===== config.mk =====
export PLATFORM = sky130hd
export DESIGN_NAME = fifo_param
export DESIGN_NICKNAME = d
export VERILOG_FILES = /design/src/rtl/fifo_param.sv
export SDC_FILE = /design/constraint.sdc
export NUM_CORES = 1
export LEC_CHECK = 0
export CELL_PAD_IN_SITES_DETAIL_PLACEMENT = 0
export CELL_PAD_IN_SITES_GLOBAL_PLACEMENT = 1
export CORE_ASPECT_RATIO = 1.1
export CORE_MARGIN = 3
export CORE_UTILIZATION = 58
export CTS_BUF_LIST = sky130_fd_sc_hd__clkbuf_4 sky130_fd_sc_hd__clkbuf_8
export DETAILED_ROUTE_END_ITERATION = 8
export PLACE_DENSITY = 0.93
export SYNTH_ARGS = -nofsm -noshare
export SYNTH_HDL_FRONTEND = slang
export SYNTH_SLANG_ARGS = --single-unit

===== constraint.sdc =====
create_clock -name clk -period 7.5 [get_ports clk]
set_clock_uncertainty 0.1 [all_clocks]
set_input_delay 1.125 -clock clk [delete_from_list [all_inputs] [get_ports clk]]
set_output_delay 1.125 -clock clk [all_outputs]
set_load 0.005 [all_outputs]

===== src/rtl/fifo_param.sv =====
// Parametrised synchronous FIFO with selectable registered-read / first-word-fall-through output,
// occupancy count, almost-full/empty thresholds, synchronous flush and sticky error flags.
module fifo_param #(
    parameter int unsigned DW       = 8,
    parameter int unsigned DEPTH    = 16,
    parameter int unsigned FWFT     = 0,
    parameter int unsigned AF_LEVEL = DEPTH - 2,
    parameter int unsigned AE_LEVEL = 2,
    localparam int unsigned CW      = $clog2(DEPTH + 1),
    localparam int unsigned PW      = $clog2(DEPTH)
) (
    input  logic          clk,
    input  logic          rst,
    input  logic          clr,
    input  logic          push,
    input  logic          pop,
    input  logic [DW-1:0] data_in,
    output logic [DW-1:0] data_out,
    output logic          full,
    output logic          empty,
    output logic          almost_full,
    output logic          almost_empty,
    output logic [CW-1:0] count,
    output logic          overflow,
    output logic          underflow
);

    logic [DW-1:0] mem [DEPTH];

    logic [PW-1:0] wr_ptr_q, wr_ptr_d;
    logic [PW-1:0] rd_ptr_q, rd_ptr_d;
    logic [CW-1:0] count_q, count_d;
    logic          overflow_q, overflow_d;
    logic          underflow_q, underflow_d;
    logic          push_ok, pop_ok;

    assign count        = count_q;
    assign empty        = (count_q == '0);
    assign full         = (count_q == CW'(DEPTH));
    assign almost_full  = (count_q >= CW'(AF_LEVEL));
    assign almost_empty = (count_q <= CW'(AE_LEVEL));
    assign overflow     = overflow_q;
    assign underflow    = underflow_q;

    // A push into a full FIFO is allowed only when a pop frees a slot in the same cycle.
    assign pop_ok  = pop & ~empty;
    assign push_ok = push & (~full | pop_ok);

    always_comb begin
        wr_ptr_d    = wr_ptr_q;
        rd_ptr_d    = rd_ptr_q;
        count_d     = count_q;
        overflow_d  = overflow_q;
        underflow_d = underflow_q;
        if (clr) begin
            wr_ptr_d    = '0;
            rd_ptr_d    = '0;
            count_d     = '0;
            overflow_d  = 1'b0;
            underflow_d = 1'b0;
        end else begin
            // Explicit wrap so non-power-of-two depths work.
            if (push_ok) begin
                wr_ptr_d = (wr_ptr_q == PW'(DEPTH - 1)) ? '0 : wr_ptr_q + 1'b1;
            end
            if (pop_ok) begin
                rd_ptr_d = (rd_ptr_q == PW'(DEPTH - 1)) ? '0 : rd_ptr_q + 1'b1;
            end
            case ({push_ok, pop_ok})
                2'b10:   count_d = count_q + 1'b1;
                2'b01:   count_d = count_q - 1'b1;
                default: count_d = count_q;
            endcase
            if (push & ~push_ok) overflow_d = 1'b1;
            if (pop & ~pop_ok) underflow_d = 1'b1;
        end
    end

    always_ff @(posedge clk or negedge rst) begin
        if (!rst) begin
            wr_ptr_q    <= '0;
            rd_ptr_q    <= '0;
            count_q     <= '0;
            overflow_q  <= 1'b0;
            underflow_q <= 1'b0;
        end else begin
            wr_ptr_q    <= wr_ptr_d;
            rd_ptr_q    <= rd_ptr_d;
            count_q     <= count_d;
            overflow_q  <= overflow_d;
            underflow_q <= underflow_d;
        end
    end

    // Storage has no reset; contents are only observed through valid pointers.
    always_ff @(posedge clk) begin
        if (!clr && push_ok) begin
            mem[wr_ptr_q] <= data_in;
        end
    end

    if (FWFT != 0) begin : g_fwft
        assign data_out = empty ? '0 : mem[rd_ptr_q];
    end else begin : g_reg
        logic [DW-1:0] data_out_q;

        always_ff @(posedge clk or negedge rst) begin
            if (!rst) begin
                data_out_q <= '0;
            end else if (clr) begin
                data_out_q <= '0;
            end else if (pop_ok) begin
                data_out_q <= mem[rd_ptr_q];
            end
        end

        assign data_out = data_out_q;
    end

endmodule


==> impl_metrics.tcl <==
set metrics [dict create \
    cts_buffers 17 \
    pwr-share-seq_pct 52.3 \
    grt_usage_pct 21.31 \
    cp-start-kind "input pin" \
    fillCellCount 678 \
    clk_pin_slew_ns 0.07 \
    hold_path.class "flip-flop to flip-flop" \
    cts_tree "built" \
    syn_area_sq_um 6269 \
    maxSlewHeadroom_pct 20.14 \
    crit_slowest_cell "nor3_1" \
    start_util_pct 59.75 \
    p_leak_nw 2.287 \
    io_buffers 31 \
    dr.pass1.iters 5 \
    power.total_mw 1.845 \
    rsz0062_at_grt "no" \
    grt_pass1_wl_mm 18.71 \
    finalWorstSetupSlack_ns 3.897 \
    peakVddDrop_v 0.0001604 \
    hpwl_mm 7.632 \
    yosys.area.top_type_share_pct 61.32 \
    synth_flop_cell "edfxtp_1" \
    p_switching_mw 0.4624 \
    tightest_slew_ns 1.189 \
    cp.required_ns 7.45 \
    die_w_microns 105.1 \
    final-max-slew-violation-count 0 \
    root_buffer "clkbuf_8" \
    die_h_microns 115.0 \
    endpoint_kind "flip-flop" \
    r2r_cells 10 \
    clk_latency_ns 0.43 \
    grt_pass1_vias 3368 \
    finalWeightedCongestion 0.8592 \
    n_antenna_cell 0 \
    pwr-share-clk_pct 31.8 \
    final_core_util_pct 67.26 \
    final_common_cell "edfxtp_1" \
    pwr-share-comb_pct 15.9 \
    timing.final.crit_period_ns 3.603 \
    die_area_sq_um 12090 \
    cts_setup_buffers 0 \
    setup_viol 0 \
    synth_cell_type_count 40 \
    layout.nets 407 \
    dr_total_vias 3294 \
    path_max_fanout 10 \
    power_density_nw_per_um2 261.4 \
    tns_ns 0 \
    coreArea_sq_um 10490 \
    clock_path_buffers 2 \
    crit_arrival_ns 3.55 \
    synth-seq-cells 151 \
    antenna_left 0 \
    synth-edff-count 128 \
    swShare_pct 25.06 \
    postCtsHoldBufs 0 \
    cp_slowest_stage_delay_ns 0.92 \
    ys_async_sr_fraction_pct 15.23 \
    multi_input_area_sq_um 1715 \
    intPower_mw 1.383 \
    seqCellArea_sq_um 4422 \
    crit_type "input pin to flip-flop" \
    placementRows 39 \
    cts.repair.resized 0 \
    synth_seq_area_share_pct 70.50 \
    drt_iter0_drc 322 \
    area_delta_synth_final_pct 12.57 \
    maxCapViolations 0 \
    synth_area_leaders "edfxtp_1 (61%), mux4_2 (11%), dfrtp_1 (9.2%)" \
    yosysWarnings 0 \
    io-pin-count 32 \
    layout_common_cells "edfxtp_1 (128), mux4_2 (32), clkdlybuf4s50_1 (31), nor2_1 (25), dfrtp_1 (21)" \
    period_share_pct 48.04 \
    htreeDepth 4 \
    outcome "finished clean" \
    post-place-ws_ns 3.487 \
    whs_path_depth 2 \
    overflow 0 \
    clkSinkCount 151 \
    drive_gt1_share_pct 18.64 \
    path_cells "clkdlybuf4s50_1 -> nand2b_1 -> o21ai_4 -> nor2_1 -> nand2_1 -> nor3_1" \
    drc_errors 0 \
    yosysTopAreaCell "edfxtp_1" \
    fmax_ghz 0.2775 \
    antenna_found_initial 0 \
    avgSynthCellArea_sq_um 17.76 \
    synth_fp_nets 375 \
    hold_viol 0 \
    syn_inst 353 \
    routedWlPerCell_microns 21.92 \
    grt_max_degree 37 \
    vias_per_cell 6.100 \
    wirelength_mm 11.84 \
]
-- cell type report --
type | count | share of cell area [%]
inverters | 8 | 0.4255
repair buffers | 34 | 4.716
flip-flops and latches | 151 | 62.66
clock inverters | 12 | 1.826
clock buffers | 19 | 3.528
multi-input cells | 173 | 24.31
well taps | 143 | 2.535
-- logic make-up after synthesis --
| logic type | count (synthesis) | synth area share (%) |
|---|---|---|
| flops | 151 | 70.50 |
| simple gates | 74 | 5.888 |
| mux | 52 | 14.77 |
| compound gates | 33 | 4.092 |
| buf+inv | 29 | 2.136 |
| fa+ha+maj | 9 | 1.916 |
| xor+xnor | 5 | 0.6986 |
-- state kept, by name, summed over array words and instances, names as in the netlist --
register and cells:
mem 128, data_out 8, count 5, rd_ptr_q 4, wr_ptr_q 4, overflow 1
underflow 1
-- cells in the mapped netlist, types with 4 or more instances --
| library cell | number |
|---|---|
| a21oi_1 | 10 |
| buf_2 | 8 |
| clkbuf_1 | 10 |
| dfrtp_1 | 23 |
| edfxtp_1 | 128 |
| ha_1 | 8 |
| inv_1 | 8 |
| mux2i_1 | 19 |
| mux4_2 | 32 |
| nand2_1 | 16 |
| nand2b_1 | 5 |
| nand3b_1 | 9 |
| nor2_1 | 25 |
| nor3_1 | 8 |
| o221ai_1 | 8 |
| xor2_1 | 4 |
-- power by group through the flow --
stage / Sequential, mW / Clock (mW) / Combinational, mW
finish: 0.965 / 0.587 / 0.293
global route: 0.968 / 0.633 / 0.322
CTS: 0.964 / 0.596 / 0.296
detailed placement: 0.983 / 0 / 0.293
global placement: 0.981 / 0 / 0.287
floorplan: 0.975 / 0 / 0.192
-- layer usage --
metal	global-route usage (%)	vias up	routed length, microns
met3	5.334	19	716
met4	9.799	0	280
met2	35.09	124	6132
met5	0	-	0
met1	27.21	1696	4705
li1	-	1455	-
-- final timing paths --
kind / slack [ns] / endpoint / startpoint
hold reg to reg: 0.41 / overflow / overflow
min in group asynchronous: 1.19 / data_out[4] / rst
hold / removal: 0.41 / overflow / overflow
setup / recovery: 3.90 / mem[3][2] / pop
max in group asynchronous: 5.37 / rd_ptr_q[1] / rst
setup reg to reg: 4.62 / count[4] / count[4]
-- metrics by stage --
step / std cells / hold slack (ns) / instance area (sq um)
global placement: 509 / 0.3811 / 6679
detailed placement: 509 / 0.3965 / 6679
floorplan: 353 / 0.3859 / 6269
finish: 540 / 0.4129 / 7057
CTS: 540 / 0.4147 / 7057
global route: 540 / 0.4452 / 7057
-- worst max-delay path: cells and delay by family --
kind / cells / cell delay, ns
buf+inv: 1 / 0.71
simple gates: 4 / 1.60
compound gates: 1 / 0.11
(Power assumes the default switching activity.)
